**src/rtl/prog_seq_pkg.sv**
```systemverilog
// prog_seq_pkg: state encoding and start/halt address table shared by prog_sequencer.
package prog_seq_pkg;
    typedef enum logic [1:0] {IDLE, LAUNCH, RUN, DONE} state_e;
    localparam int NPROG_DEF = 3;
    localparam int P0_START = 0;
    localparam int P0_HALT = 195;
    localparam int P1_START = 196;
    localparam int P1_HALT = 400;
    localparam int P2_START = 401;
    localparam int P2_HALT = 640;
endpackage

```
**src/rtl/prog_seq_table.sv**
```systemverilog
// prog_table: combinational program index to {start, halt} address lookup.
module prog_table
    import prog_seq_pkg::*;
#(
    parameter int D = 12
) (
    input  logic [1:0]   idx,
    output logic [D-1:0] start_addr,
    output logic [D-1:0] halt_addr
);
    // Indices beyond the table fall back to program 0; the FSM never launches them.
    always_comb begin
        start_addr = idx == 2'd1 ? D'(P1_START) : idx == 2'd2 ? D'(P2_START) : D'(P0_START);
        halt_addr  = idx == 2'd1 ? D'(P1_HALT)  : idx == 2'd2 ? D'(P2_HALT)  : D'(P0_HALT);
    end
endmodule

```
**src/rtl/prog_sequencer.sv**
```systemverilog
// prog_sequencer: launches a table-selected program on the core, watches its PC for
// the halt address and reports completion, timeout or abort with a RUN-cycle count.
module prog_sequencer
    import prog_seq_pkg::*;
#(
    parameter int D     = 12,
    parameter int NPROG = NPROG_DEF,
    parameter int CW    = 16,
    parameter int TMAX  = 2**CW - 1
) (
    input  logic          clk,
    input  logic          start,
    input  logic          req,
    input  logic [1:0]    prog_sel,
    input  logic          abort,
    input  logic [D-1:0]  prog_ctr_out,
    output logic          core_start,
    output logic [D-1:0]  start_address,
    output logic          busy,
    output logic          ack,
    output logic          timeout,
    output logic          aborted,
    output logic          err,
    output logic [CW-1:0] cycles
);
    state_e        state_q, state_d;
    logic [1:0]    sel_q, sel_d;
    logic [D-1:0]  addr_q, addr_d;
    logic [CW-1:0] cycles_q, cycles_d;
    logic          timeout_q, timeout_d, aborted_q, aborted_d, err_q, err_d;
    logic          core_start_q, core_start_d, busy_q, busy_d, ack_q, ack_d;
    logic [D-1:0]  tab_start, tab_halt;
    logic          sel_ok, at_limit;

    // In IDLE the table looks up the incoming select so LAUNCH already shows its start address.
    prog_table #(.D(D)) u_table (
        .idx        (state_q == IDLE ? prog_sel : sel_q),
        .start_addr (tab_start),
        .halt_addr  (tab_halt)
    );

    always_comb begin
        sel_ok    = int'(prog_sel) < NPROG;
        at_limit  = cycles_q + CW'(1) == CW'(TMAX);
        state_d   = state_q;
        sel_d     = sel_q;
        addr_d    = addr_q;
        cycles_d  = cycles_q;
        timeout_d = timeout_q;
        aborted_d = aborted_q;
        err_d     = 1'b0;
        case (state_q)
            IDLE: begin
                if (req && sel_ok) begin
                    state_d   = LAUNCH;
                    sel_d     = prog_sel;
                    addr_d    = tab_start;
                    cycles_d  = '0;
                    timeout_d = 1'b0;
                    aborted_d = 1'b0;
                end
                err_d = req && !sel_ok;
            end
            LAUNCH: begin
                state_d   = abort ? DONE : RUN;
                aborted_d = abort;
            end
            RUN: begin
                cycles_d  = cycles_q + CW'(1);
                state_d   = abort || prog_ctr_out == tab_halt || at_limit ? DONE : RUN;
                aborted_d = abort;
                timeout_d = !abort && prog_ctr_out != tab_halt && at_limit;
            end
            DONE: state_d = IDLE;
        endcase
        core_start_d = state_d != RUN;
        busy_d       = state_d != IDLE;
        ack_d        = state_d == DONE;
    end

    always_ff @(posedge clk or posedge start) begin
        if (start) begin
            state_q      <= IDLE;
            sel_q        <= '0;
            addr_q       <= D'(P0_START);
            cycles_q     <= '0;
            timeout_q    <= 1'b0;
            aborted_q    <= 1'b0;
            err_q        <= 1'b0;
            core_start_q <= 1'b1;
            busy_q       <= 1'b0;
            ack_q        <= 1'b0;
        end else begin
            state_q      <= state_d;
            sel_q        <= sel_d;
            addr_q       <= addr_d;
            cycles_q     <= cycles_d;
            timeout_q    <= timeout_d;
            aborted_q    <= aborted_d;
            err_q        <= err_d;
            core_start_q <= core_start_d;
            busy_q       <= busy_d;
            ack_q        <= ack_d;
        end
    end

    assign core_start    = core_start_q;
    assign start_address = addr_q;
    assign busy          = busy_q;
    assign ack           = ack_q;
    assign timeout       = timeout_q;
    assign aborted       = aborted_q;
    assign err           = err_q;
    assign cycles        = cycles_q;
endmodule

```
**config.mk**
```make
export PLATFORM = sky130hd
export DESIGN_NAME = prog_sequencer
export DESIGN_NICKNAME = d
export VERILOG_FILES = /design/src/rtl/prog_seq_pkg.sv /design/src/rtl/prog_seq_table.sv /design/src/rtl/prog_sequencer.sv
export SDC_FILE = /design/constraint.sdc
export NUM_CORES = 1
export LEC_CHECK = 0
export BUFFER_PORTS_ARGS = -buffer_cell sky130_fd_sc_hd__buf_2
export CAP_MARGIN = 10
export CORE_UTILIZATION = 45
export DETAILED_ROUTE_END_ITERATION = 10
export HOLD_SLACK_MARGIN = 0.06
export PLACE_DENSITY_LB_ADDON = 0.2
export SYNTH_ARGS = -nofsm -noshare
export SYNTH_HDL_FRONTEND = slang
export SYNTH_SLANG_ARGS = --single-unit
export TNS_END_PERCENT = 50
```
**constraint.sdc**
```tcl
create_clock -name clk -period 6.19 [get_ports clk]
set_clock_uncertainty 0.1 [all_clocks]
set_input_delay 1.238 -clock clk [delete_from_list [all_inputs] [get_ports clk]]
set_output_delay 1.238 -clock clk [all_outputs]
set_load 0.01 [all_outputs]
```
### Word level (Yosys, flattened, before mapping)

Index checks and enable logic that the tools add are counted.

* add/subtract/negate cells: 1
* magnitude comparators: 1
* equality and inequality tests: 11
* multiplexer cells: 15
* reduce and logical (&&, ||, !) cells: 16

Operators with widths (number)
* one-hot mux 16 bit (2 select lines): 1
* two-way mux 12 bit: 2
* adder 16 x 1 -> 16 bit (second input constant): 1
* == test 16 bit (second input constant): 1
* two-way mux 16 bit: 1
* == test 12 bit: 1
* != test 12 bit: 1
* two-way mux 10 bit: 1
* two-way mux 9 bit: 1
* == test 2 bit (second input constant): 4
* one-hot mux 2 bit (4 select lines): 1
* AND reduction 2 bit: 3
* nonzero test 2 bit: 3
* == test 2 x 1 -> 1 bit (second input constant): 2
* logical AND 1 bit: 4
* two-way mux 1 bit: 4
* two-way mux 2 bit: 2
* one-hot mux 1 bit (2 select lines): 2
* logical NOT 1 bit: 2
* logical NOT 2 bit: 1
* logical OR 1 bit: 2
* less-than comparator 2 bit (second input constant): 1
* != test 2 x 1 -> 1 bit (second input constant): 1
* != test 2 bit (second input constant): 1
* OR reduction 2 bit: 1

* flip-flop bits (word level): 38
* bits of input ports: 18
* output and inout bits: 34

### Longest topological paths before layout

Gate-level depths: netlist of run 1.

* depth after elaboration: 11
* gate-level depth with buffers: 11

### Cells and area by module

Synthesis of run 1 repeated with hierarchy kept, for this count alone.

* cells, all modules: 279
* area, all modules: 2358.5 µm²

Modules (own cells, without submodules)
* prog_sequencer: instances 1, cells each 252, area each 2164.6 µm²
* prog_table: instances 1, cells each 27, area each 193.9 µm²

### Worst setup path before layout of run 1

Ideal clock, no wire load.

* kind: input to register
* start point: input prog_sel[0]
* end point: register timeout_q, in the netlist timeout
* arrival: 2.842 ns
* data required time: 5.966 ns
* setup slack: 3.124 ns
* stages: 7
* buffers on the path: 0
* path through: mux2_2 > ha_1 > or4_1 > a22oi_1 > a41o_2 > or2_2 > o31ai_2

* word-level cells in the longest chain between the ends: 8
* elaborated cells between the ends (all ways): 13

Ends and longest elaborated chain
* start: declaration: line prog_sequencer.sv:14 `input logic [1:0] prog_sel,`
* two-way mux 2 bit: line prog_sequencer.sv:37 `.idx (state_q == IDLE ? prog_sel : sel_q),`
* == test 2 bit: line prog_seq_table.sv:14 `halt_addr = idx == 2'd1 ? D'(P1_HALT) : idx == 2'd2 ? D'(P2_HALT) : D'(P0_HALT);`
* two-way mux 10 bit: line prog_seq_table.sv:14
* two-way mux 12 bit: line prog_seq_table.sv:14
* != test 12 bit: line prog_sequencer.sv:72 `timeout_d = !abort && prog_ctr_out != tab_halt && at_limit;`
* logical AND 1 bit (2 in series): line prog_sequencer.sv:72
* one-hot mux 1 bit (2 select lines): line prog_sequencer.sv:52 `case (state_q)`
* end signal: assignment: line prog_sequencer.sv:98 `timeout_q <= timeout_d;`
* end: declaration: line prog_sequencer.sv:30 `logic timeout_q, timeout_d, aborted_q, aborted_d, err_q, err_d;`

Several ways; a longest one is shown, not always the timed one.
A chain may end at the register's enable or synchronous reset.

### Worst setup path after layout of run 1

* start point: input prog_sel[0]
* end point: register state_q[0]

* word-level cells in the longest chain between the ends: 9
* elaborated cells between the ends (all ways): 13

Ends and longest elaborated chain
* two-way mux 2 bit: line prog_sequencer.sv:37
* == test 2 bit: line prog_seq_table.sv:14
* two-way mux 10 bit: line prog_seq_table.sv:14
* two-way mux 12 bit: line prog_seq_table.sv:14
* == test 12 bit: line prog_sequencer.sv:70 `state_d = abort || prog_ctr_out == tab_halt || at_limit ? DONE : RUN;`
* logical OR 1 bit (2 in series): line prog_sequencer.sv:70
* two-way mux 1 bit: line prog_sequencer.sv:70
* one-hot mux 2 bit (4 select lines) (*): line prog_sequencer.sv:52
* named net state_d[0]: line prog_sequencer.sv:26 `state_e state_q, state_d;`
* end signal: assignment: line prog_sequencer.sv:94 `state_q <= state_d;`
* end: declaration: line prog_sequencer.sv:26

Mark *: on every way through the listed nets, which the timed path passes. The rest lies on a longest branch.

==> metrics.log, run 1 <==
[metrics] result of the run: completed
[metrics] cell-internal power: 476 uW
[metrics] # resized after CTS: 0
[metrics] Num CTS Buffers: 5
[metrics] count of cell types in the netlist: 53
[metrics] number of enable flip-flop cells after synthesis: 0
[metrics] most used cells in the layout excluding fill and tap cells: 45 x sky130_fd_sc_hd__buf_2, 28 x sky130_fd_sc_hd__dfrtp_1, 22 x sky130_fd_sc_hd__nand2_1
[metrics] CP max-delay cell: sky130_fd_sc_hd__or4_1
[metrics] buffer levels on the longest clock path: 2
[metrics] root buffer cell: sky130_fd_sc_hd__clkbuf_8
[metrics] total power density per cell area: 357 nW/um^2
[metrics] number of DRC violations after detailed routing: 0
[metrics] top achievable clock speed: 0.333 GHz
[metrics] Hold Fails Final Rpt: 0
[metrics] Filler Cells Inserted: 365
[metrics] via count: 1616
[metrics] synthesis-to-finish area growth: 13.5%
[metrics] setup fix buffers added after clock tree synthesis: 0
[metrics] slowest stage delay, CP: 0.52 ns
[metrics] minimum setup slack among reg-to-reg paths: about 3.3 ns
[metrics] worst supply voltage drop on vdd: between 0.0002 and 0.00025 V
[metrics] final worst path period need: between 3 and 4 ns
[metrics] number of diodes: 0
[metrics] startpoint type of the worst setup path: input pin
[metrics] number of global-route vias before repair: around 1300
[metrics] clock net sink count: 29
[metrics] die extent in y: 67.3 um
[metrics] fraction of final layout cells sized beyond drive strength 1: between 20% and 30%
[metrics] combined area of the multi-input logic cells: about 1000 sq um
[metrics] gp weighted congestion: 0.784
[metrics] combinational group share of total power: 46.3%
[metrics] most frequent standard cell in the layout excluding fill and tap cells: sky130_fd_sc_hd__buf_2
[metrics] FF/Latch Area: 727 sq um
[metrics] die footprint: 4530 sq um
[metrics] clock insertion delay at the later pin of the skew report: 0.28 ns
[metrics] remaining antenna violation count: 0
[metrics] max-slew violation count: 0
[metrics] Boundary Pins: 52
[metrics] Post-synth top flop: sky130_fd_sc_hd__dfrtp_1
[metrics] number of warnings printed during yosys synthesis: 0
[metrics] via count normalized by instance count: 5.37
[metrics] wire length of the first global-routing pass: 6600 um
[metrics] final worst-path setup slack: 3.18 ns
[metrics] final cell area excluding filler cells: 2180 sq um
[metrics] measured slew at the worst slew-check pin: approximately 0.7 ns
[metrics] summed instance area of the synthesized netlist: 1920 sq um
[metrics] critical path cell sequence: buf_2, mux2_2, ha_1, or4_1, a22oi_1, a41o_2, o21ai_1, o21ai_0
[metrics] maximum fanout along the worst path: 4
[metrics] net load switching power: 303 uW
[metrics] fraction of the yosys area taken by sequential cells: between 30 and 40%
[metrics] min-delay worst type: flop to flop
[metrics] core area: 4060 sq um
[metrics] cell leakage power: approximately 1 nW
[metrics] register bit total from synthesis: 29
[metrics] placed instance area: 2090 sq um
[metrics] portion of total power attributed to sequential cells: 33.1%
[metrics] DR iter-0 viols: 107
[metrics] pin count of the biggest net entering global routing: 30
[metrics] final core area utilization: 53.7%
[metrics] clock edge transition at the registers on the reported setup and hold paths: 0.06 ns
[metrics] critical path capture point type: flop
[metrics] quantity of hold-fixing buffers added after cts: 0
[metrics] average cell area after synthesis: 9.06 sq um
[metrics] First-pass DRT Iterations: 4
[metrics] Final Cycle Share: 48.6%
[metrics] Detail Placement HPWL: 2850 um
[metrics] unrepaired setup endpoints after global routing: false
[metrics] grt total ovfl: 0
[metrics] Clock Power Share: 20.6%
[metrics] routed length per instance: 13.6 um
[metrics] number of antenna violations at the first check in global routing: 0
[metrics] Post-synth ARST share: 100%
[metrics] quantity of I/O buffers inserted on ports: between 40 and 50
[metrics] final total negative setup slack: 0 ns
[metrics] Synth Instances: around 210
[metrics] number of setup violations in the final report: 0
[metrics] Total Wirelength: 4080 um
[metrics] width of the die: 67.3 um
[metrics] switching portion of total power: between 30% and 40%
[metrics] Total Nets Final: approximately 280
[metrics] maximum level of the CTS H-tree: 2
[metrics] Setup Crit Path Kind: input pin to flop
[metrics] Maximum Capacitance Violations: 0
[metrics] WP data required: 6.28 ns
[metrics] Total Routing Usage GR: approximately a fifth
[metrics] starting density of the core: 47.3%
[metrics] Max transition margin: 53.3%
[metrics] worst slack at placement: around 2.9 ns
[metrics] TritonCTS clock tree: yes
[metrics] standard-cell row count: 23
[metrics] arrival time of the worst setup path: 3.09 ns
==> Yosys cell counts, types with 3 or more instances <==
master / instances / area, sq um
sky130_fd_sc_hd__a21boi_0: 3 / 22.5
sky130_fd_sc_hd__a21o_1: 7 / 52.6
sky130_fd_sc_hd__a21oi_1: 6 / 30.0
sky130_fd_sc_hd__and2_1: 4 / 25.0
sky130_fd_sc_hd__and3_1: 3 / 18.8
sky130_fd_sc_hd__and4_1: 3 / 26.3
sky130_fd_sc_hd__buf_4: 10 / 75.1
sky130_fd_sc_hd__buf_6: 3 / 33.8
sky130_fd_sc_hd__clkbuf_1: 4 / 15.0
sky130_fd_sc_hd__dfrtp_1: 28 / 701
sky130_fd_sc_hd__ha_1: 7 / 87.6
sky130_fd_sc_hd__inv_1: 10 / 37.5
sky130_fd_sc_hd__mux2_2: 4 / 45.0
sky130_fd_sc_hd__nand2_1: 22 / 82.6
sky130_fd_sc_hd__nand2b_1: 4 / 25.0
sky130_fd_sc_hd__nand3_1: 7 / 35.0
sky130_fd_sc_hd__nand4_1: 7 / 43.8
sky130_fd_sc_hd__nor2_1: 11 / 41.3
sky130_fd_sc_hd__o21ai_0: 13 / 65.1
sky130_fd_sc_hd__o31ai_1: 10 / 75.1
sky130_fd_sc_hd__xnor2_1: 3 / 26.3
==> metal layers <==
layer | vias to the layer above | global-route usage, % | share of wire [%]
met1 | 745 | 30.7 | 52
met4 | 0 | 7.98 | 1.5
li1 | 825 | - | -
met5 | - | 0 | 0
met2 | 39 | 25.1 | 42
met3 | 7 | 4.39 | 4.6
==> final timing paths <==
path	from	to	depth (start not counted)
max	prog_sel[0]	state_q[0]	8
min	timeout	timeout	2
max reg2reg	state_q[0]	state_q[0]	9
min reg2reg	timeout	timeout	2
max in group asynchronous	start	core_start	3
min in group asynchronous	start	cycles[9]	3
==> sequential cells by signal, indices dropped and copies added, names as in the netlist <==
| register | count |
|---|---|
| core_start | 1 |
| sel_q | 2 |
| aborted | 1 |
| err | 1 |
| state_q | 2 |
| ack | 1 |
| cycles | 16 |
| start_address | 3 |
| timeout | 1 |
| busy | 1 |
==> worst max-delay path, delay by kind of cell <==
kind                       cells  cell delay [ns]
AOI/OAI and AO/OA              4             0.60
adders and majority gates      1             0.33
buffers and inverters          1             0.11
muxes                          1             0.28
and+or+nand+nor                1             0.52
==> logic make-up after synthesis <==
group / after synthesis / synth area share (%)
fa+ha+maj: 7 / 4.56
flops: 29 / 37.9
xor+xnor: 4 / 1.82
buf+inv: 31 / 9.90
simple gates: 77 / 22.1
mux: 5 / 2.93
other cells: 1 / 0.195
compound gates: 58 / 20.7
==> per-stage QoR <==
step	power [mW]	cells	hold slack (ns)
after global placement	0.614	293	0.378
after CTS	0.785	301	0.395
after global routing	0.842	301	0.429
final	0.779	301	0.394
after floorplan	0.544	217	0.362
after detailed placement	0.619	293	0.382
==> layout make-up <==
class	count	area share [%]
Inverter	10	1.72
Sequential cell	29	33.4
Multi-Input combinational cell	157	46.9
Timing Repair Buffer	47	11.0
Clock buffer	8	4.13
Tap cell	50	2.87
==> power by group through the flow <==
stage	clock (mW)	combinational, mW	sequential (mW)
5_1_grt	0.175	0.403	0.264
2_1_floorplan	0	0.273	0.271
3_5_place_dp	0	0.359	0.261
3_3_place_gp	0	0.353	0.261
6_report	0.160	0.360	0.258
4_1_cts	0.165	0.362	0.258
(Power assumes the default switching activity.)
==> run 2, diff against run 1 <==
Clock period 6.19 ns to 2.55 ns, I/O delays scaled along.
==> metrics.log, run 2 (synthesis gave the netlist of run 1 again) <==
[metrics] result of the run: completed
[metrics] buffer levels on the longest clock path: 2 (unchanged)
[metrics] number of setup violations in the final report: 0 (unchanged)
[metrics] number of DRC violations after detailed routing: 0 (unchanged)
[metrics] pin count of the biggest net entering global routing: 30 (unchanged)
[metrics] wire length of the first global-routing pass: 6840 um (+3.5%)
[metrics] worst supply voltage drop on vdd: 0.000459 V (+90%)
[metrics] startpoint type of the worst setup path: flop
[metrics] Filler Cells Inserted: 385 (+5.5%)
[metrics] most used cell, CP: sky130_fd_sc_hd__ha_4
[metrics] Maximum Capacitance Violations: 0 (unchanged)
[metrics] First-pass DRT Iterations: 4 (unchanged)
[metrics] DR iter-0 viols: 93 (-13%)
[metrics] worst slack at placement: -0.0551 ns (-2.94 ns)
[metrics] FF/Latch Area: 727 sq um (unchanged)
[metrics] min-delay worst type: input pin to async pin
[metrics] WP data required: 2.64 ns (-3.64 ns)
[metrics] number of flip-flops under the largest register name: 16 (unchanged)
[metrics] most used cells in the layout excluding fill and tap cells: 45 x sky130_fd_sc_hd__buf_2, 28 x sky130_fd_sc_hd__dfrtp_1, 22 x sky130_fd_sc_hd__nand2_1
[metrics] number of global-route vias before repair: 1389 (+5.4%)
[metrics] cell leakage power: 1.09 nW (+6.0%)
[metrics] grt total ovfl: 0 (unchanged)
[metrics] top achievable clock speed: 0.412 GHz
[metrics] via count normalized by instance count: 5.38 (+0.27%)
[metrics] quantity of I/O buffers inserted on ports: 45 (unchanged)
[metrics] total power density per cell area: 931 nW/um^2 (+160%)
[metrics] Total Nets Final: 287 (+4.4%)
[metrics] Total Wirelength: 4320 um (+5.9%)
[metrics] placed instance area: 2180 sq um (+4.2%)
[metrics] maximum level of the CTS H-tree: 2 (unchanged)
[metrics] final worst-path setup slack: 0.125 ns (-3.06 ns)
[metrics] quantity of hold-fixing buffers added after cts: 0 (unchanged)
[metrics] fraction of final layout cells sized beyond drive strength 1: 32.3% (+6.4 points)
[metrics] die extent in y: 67.3 um (unchanged)
[metrics] Final Cycle Share: 95.1%
[metrics] Boundary Pins: 52 (unchanged)
[metrics] core area: 4060 sq um (unchanged)
[metrics] slowest stage delay, CP: 0.40 ns (-0.12 ns)
[metrics] family with the most delay on the worst path: compound AO/OA/AOI/OAI gates
[metrics] Total Routing Usage GR: 20.7% (+1.1 points)
[metrics] post-layout power: 2.14 mW (+180%)
[metrics] synthesis-to-finish area growth: 19.9%
[metrics] width of the die: 67.3 um (unchanged)
[metrics] maximum fanout along the worst path: 4 (unchanged)
[metrics] unrepaired setup endpoints after global routing: false
[metrics] critical path cell sequence: inv_2, ha_4, mux2_4, ha_4, or4_1, a22oi_1, a41o_2, o21ai_2, o211ai_1
[metrics] Hold Fails Final Rpt: 0 (unchanged)
[metrics] gp weighted congestion: 0.808 (+3.1%)
[metrics] standard-cell row count: 23 (unchanged)
[metrics] final cell area excluding filler cells: 2300 sq um (+5.6%)
[metrics] root buffer cell: sky130_fd_sc_hd__clkbuf_8
[metrics] Detail Placement HPWL: 3130 um (+9.8%)
[metrics] clock net sink count: 29 (unchanged)
[metrics] die footprint: 4530 sq um (unchanged)
[metrics] combined buffer and inverter count along the critical path: 1 (unchanged)
[metrics] remaining antenna violation count: 0 (unchanged)
[metrics] arrival time of the worst setup path: 2.52 ns (-0.57 ns)
[metrics] combined area of the multi-input logic cells: 1060 sq um (+3.6%)
[metrics] Num CTS Buffers: 5 (unchanged)
[metrics] via count: 1685 (+4.3%)
[metrics] Setup Crit Path Kind: flop to flop
[metrics] clock insertion delay at the later pin of the skew report: 0.29 ns (about the same)
[metrics] final core area utilization: 56.7% (+3.0 points)
[metrics] max-slew violation count: 0 (unchanged)
[metrics] starting density of the core: 47.3% (unchanged)
[metrics] most frequent standard cell in the layout excluding fill and tap cells: sky130_fd_sc_hd__buf_2
[metrics] routed length per instance: 13.8 um (+1.8%)
[metrics] clock edge transition at the registers on the reported setup and hold paths: 0.07 ns (about the same)
[metrics] final worst path period need: 2.42 ns
[metrics] CP max-delay cell: sky130_fd_sc_hd__dfrtp_1
[metrics] number of antenna violations at the first check in global routing: 0 (unchanged)
[metrics] critical path capture point type: flop
[metrics] TritonCTS clock tree: yes
[metrics] number of diodes: 0 (unchanged)
==> run 2: per-stage QoR <==
step	cells	setup TNS (ns)	hold slack, ns
floorplan	217	0	0.366
global placement	302	-0.00296	0.375
detailed placement	302	-0.125	0.373
CTS	311	0	0.191
global route	313	0	0.214
finish	313	0	0.184
==> run 2: timing repair <==
item,CTS,global route
resized for setup,5,0
endpoints found under the setup margin,5,5
setup buffers,1,2
pin swaps,4,5
==> run 2: final cells by class <==
class / instances / share of cell area [%]
Clock buffer: 5 / 2.99
Clock inverter: 3 / 0.761
Inverter: 10 / 1.63
Multi-Input combinational cell: 157 / 46.0
Sequential cell: 29 / 31.6
Tap cell: 50 / 2.72
Timing Repair Buffer: 59 / 14.3
==> run 2: power by group <==
part           total [mW]  leakage (nW)  internal [mW]  switching [mW]
logic                1.13         0.663          0.557           0.576
registers           0.628         0.383          0.566          0.0619
clock network       0.384        0.0439          0.188           0.195
==> run 2: worst paths after layout <==
path,from,cells after the start,slack (ns),end
worst min-delay path,start,3,0.18,err
worst max register to register,state_q[0],9,0.13,busy
min in group clk,start_address[7],2,0.39,start_address[7]
worst max-delay path,state_q[0],9,0.13,busy
max in group asynchronous,start,3,1.85,core_start
worst min register to register,start_address[7],2,0.39,start_address[7]
==> run 2: layer usage <==
layer,wire length [um],GRT usage [%],up-vias
met5,0,0,-
met4,67,8.78,0
met3,173,5.07,5
met2,1780,26.6,40
met1,2300,31.8,785
li1,-,-,855
==> run 2: worst register-to-register path, stage by stage (launching register included) <==
cell and delay, ns:
sky130_fd_sc_hd__dfrtp_1 0.40, sky130_fd_sc_hd__inv_2 0.09, sky130_fd_sc_hd__ha_4 0.17, sky130_fd_sc_hd__mux2_4 0.32
sky130_fd_sc_hd__ha_4 0.24, sky130_fd_sc_hd__or4_1 0.39, sky130_fd_sc_hd__a22oi_1 0.18, sky130_fd_sc_hd__a41o_2 0.24
sky130_fd_sc_hd__o21ai_2 0.08, sky130_fd_sc_hd__o211ai_1 0.12
==> run 3, diff against run 2 <==
Clock period 2.55 ns to 2.1 ns, I/O delays scaled along.
==> metrics.log, run 3 (synthesis gave the netlist of run 1 again) <==
[metrics] result of the run: finished, violations left
[metrics] violations in the final reports: setup timing
[metrics] core area: 4060 sq um (unchanged)
[metrics] Setup Crit Path Kind: flop to flop
[metrics] buffer levels on the longest clock path: 2 (unchanged)
[metrics] cell leakage power: 1.19 nW (+9.0%)
[metrics] switching portion of total power: 37.6% (-1.3 points)
[metrics] starting density of the core: 47.3% (unchanged)
[metrics] number of setup violations in the final report: 5 (+5)
[metrics] most used cells in the layout excluding fill and tap cells: 45 x sky130_fd_sc_hd__buf_2, 30 x sky130_fd_sc_hd__buf_4, 28 x sky130_fd_sc_hd__dfrtp_1
[metrics] TritonCTS clock tree: yes
[metrics] number of DRC violations after detailed routing: 0 (unchanged)
[metrics] worst supply voltage drop on vdd: 0.000613 V (+34%)
[metrics] fraction of final layout cells sized beyond drive strength 1: 37.3% (+5.0 points)
[metrics] FF-to-FF path depth: 9 (unchanged)
[metrics] Maximum Capacitance Violations: 0 (unchanged)
[metrics] max-slew violation count: 0 (unchanged)
[metrics] top achievable clock speed: 0.418 GHz (+1.4%)
[metrics] cell-internal power: 1.72 mW (+31%)
[metrics] wire length of the first global-routing pass: 7140 um (+4.4%)
[metrics] Num CTS Buffers: 5 (unchanged)
[metrics] die footprint: 4530 sq um (unchanged)
[metrics] portion of total power attributed to sequential cells: 27.4% (-1.9 points)
[metrics] pin count of the biggest net entering global routing: 30 (unchanged)
[metrics] maximum fanout along the worst path: 4 (unchanged)
[metrics] Boundary Pins: 52 (unchanged)
[metrics] Total Wirelength: 4550 um (+5.2%)
[metrics] most frequent standard cell in the layout excluding fill and tap cells: sky130_fd_sc_hd__buf_2
[metrics] root buffer cell: sky130_fd_sc_hd__clkbuf_8
[metrics] net load switching power: 1.03 mW (+24%)
[metrics] endpoint of the worst-slack reg-to-reg timing path: busy
[metrics] Final Cycle Share: 114% (+19 points)
[metrics] unrepaired setup endpoints after global routing: true
[metrics] number of global-route vias before repair: 1472 (+6.0%)
[metrics] FF/Latch Area: 727 sq um (unchanged)
[metrics] critical path capture point type: flop
[metrics] quantity of I/O buffers inserted on ports: 45 (unchanged)
[metrics] final worst path period need: 2.39 ns (-0.0331 ns)
[metrics] routed length per instance: 13.8 um (+0.11%)
[metrics] final worst-path setup slack: -0.292 ns (-0.417 ns)
[metrics] remaining antenna violation count: 0 (unchanged)
[metrics] DR iter-0 viols: 78 (-16%)
[metrics] Filler Cells Inserted: 364 (-5.5%)
[metrics] First-pass DRT Iterations: 4 (unchanged)
[metrics] arrival time of the worst setup path: 2.49 ns (-0.03 ns)
[metrics] via count normalized by instance count: 5.50 (+2.1%)
[metrics] total power density per cell area: 1120 nW/um^2 (+20%)
[metrics] min-delay worst type: input pin to async pin
[metrics] Hold Fails Final Rpt: 0 (unchanged)
[metrics] die extent in y: 67.3 um (unchanged)
[metrics] grt total ovfl: 0 (unchanged)
[metrics] clock net sink count: 29 (unchanged)
[metrics] startpoint type of the worst setup path: flop
[metrics] number of diodes: 0 (unchanged)
[metrics] gp weighted congestion: 0.886 (+9.6%)
[metrics] number of flip-flops under the largest register name: 16 (unchanged)
[metrics] placed instance area: 2310 sq um (+6.1%)
[metrics] clock insertion delay at the later pin of the skew report: 0.28 ns (about the same)
[metrics] standard-cell row count: 23 (unchanged)
[metrics] Clock Power Share: 18.9% (+1.0 points)
[metrics] number of antenna violations at the first check in global routing: 0 (unchanged)
[metrics] combinational group share of total power: 53.7% (+0.9 points)
[metrics] maximum level of the CTS H-tree: 2 (unchanged)
[metrics] Total Nets Final: 303 (+5.6%)
[metrics] width of the die: 67.3 um (unchanged)
[metrics] synthesis-to-finish area growth: 27.8%
[metrics] placed cell count: 319 (+5.6%)
[metrics] via count: 1809 (+7.4%)
[metrics] WP data required: 2.20 ns (-0.44 ns)
[metrics] quantity of hold-fixing buffers added after cts: 0 (unchanged)
[metrics] final cell area excluding filler cells: 2450 sq um (+6.6%)
[metrics] combined area of the multi-input logic cells: 1080 sq um (+1.7%)
[metrics] Total Routing Usage GR: 21.2% (+0.48 points)
[metrics] Detail Placement HPWL: 3320 um (+6.3%)
[metrics] worst reg2reg startpoint: state_q[1]
[metrics] minimum setup slack among reg-to-reg paths: -0.29 ns (-0.42 ns)
[metrics] final non-filler cell total: 329 (+5.1%)
[metrics] clock edge transition at the registers on the reported setup and hold paths: 0.07 ns (about the same)
-- run 3: changes by cell type in the layout (fill, tap and decap cells not counted), moves of 2 or more --
| cell | previous run | this run |
|---|---|---|
| sky130_fd_sc_hd__o21ai_0 | 13 | 11 |
| sky130_fd_sc_hd__clkbuf_8 | 5 | 7 |
| sky130_fd_sc_hd__o21ai_1 | 1 | 3 |
| sky130_fd_sc_hd__buf_4 | 14 | 30 |
-- run 3: worst max-delay path, stage by stage, from the launching register on --
cell	delay, ns
sky130_fd_sc_hd__dfrtp_1	0.39
sky130_fd_sc_hd__inv_2	0.08
sky130_fd_sc_hd__ha_4	0.16
sky130_fd_sc_hd__mux2_4	0.32
sky130_fd_sc_hd__ha_4	0.25
sky130_fd_sc_hd__or4_4	0.41
sky130_fd_sc_hd__a22oi_2	0.16
sky130_fd_sc_hd__a41o_2	0.24
sky130_fd_sc_hd__o21ai_2	0.08
sky130_fd_sc_hd__o211ai_1	0.11
-- run 3: worst max path at each step --
stage / cells after the start / to / slack, ns / from
floorplan: 11 / timeout / -0.32 / state_q[0]
CTS: 9 / busy / -0.33 / state_q[0]
global route: 10 / core_start / -0.39 / state_q[1]
finish: 9 / busy / -0.29 / state_q[1]
global placement: 10 / state_q[0] / -0.31 / state_q[1]
detailed placement: 10 / busy / -0.38 / state_q[1]
-- run 3: cell type report --
class                   count  share of cell area [%]
clock inverters             1                   0.204
inverters                  10                    1.53
repair buffers             75                    18.3
multi-input cells         157                    43.8
well taps                  50                    2.55
clock buffers               7                    3.92
flip-flops and latches     29                    29.6
-- run 3: stage by stage --
step           worst slack [ns]  utilization [%]  hold WS [ns]  TNS [ns]  power, mW
6_report                 -0.292             60.5         0.100     -1.40       2.75
2_1_floorplan            -0.317                -         0.366     -1.47       1.68
3_5_place_dp             -0.384             56.9         0.370     -1.77       2.11
3_3_place_gp             -0.315             56.9         0.373     -1.44       2.07
5_1_grt                  -0.391             60.5         0.147     -1.90       2.96
4_1_cts                  -0.332             59.9         0.117     -1.56       2.71
-- run 3: power by group through the flow --
stage          combinational, mW  sequential [mW]  clock (mW)
6_report                    1.48            0.755       0.520
5_1_grt                     1.63            0.770       0.560
4_1_cts                     1.42            0.756       0.532
3_5_place_dp                1.35            0.762           0
3_3_place_gp                1.31            0.760           0
2_1_floorplan              0.880            0.800           0
-- run 3: repair_timing --
item / CTS / global route
endpoints found under the hold margin: 0 / 0
endpoints found under the setup margin: 5 / 15
gates cloned: 0 / 0
buffers inserted: 1 / 1
pin swaps: 4 / 5
resized for setup: 4 / 5
-- run 3: per-layer routing --
metal | up-vias | global-route usage, % | share of wire, %
met5 | - | 0 | 0
met4 | 0 | 6.38 | 1.3
met3 | 6 | 5.74 | 3.5
met2 | 36 | 29.9 | 44
met1 | 882 | 31.0 | 51
li1 | 885 | - | -
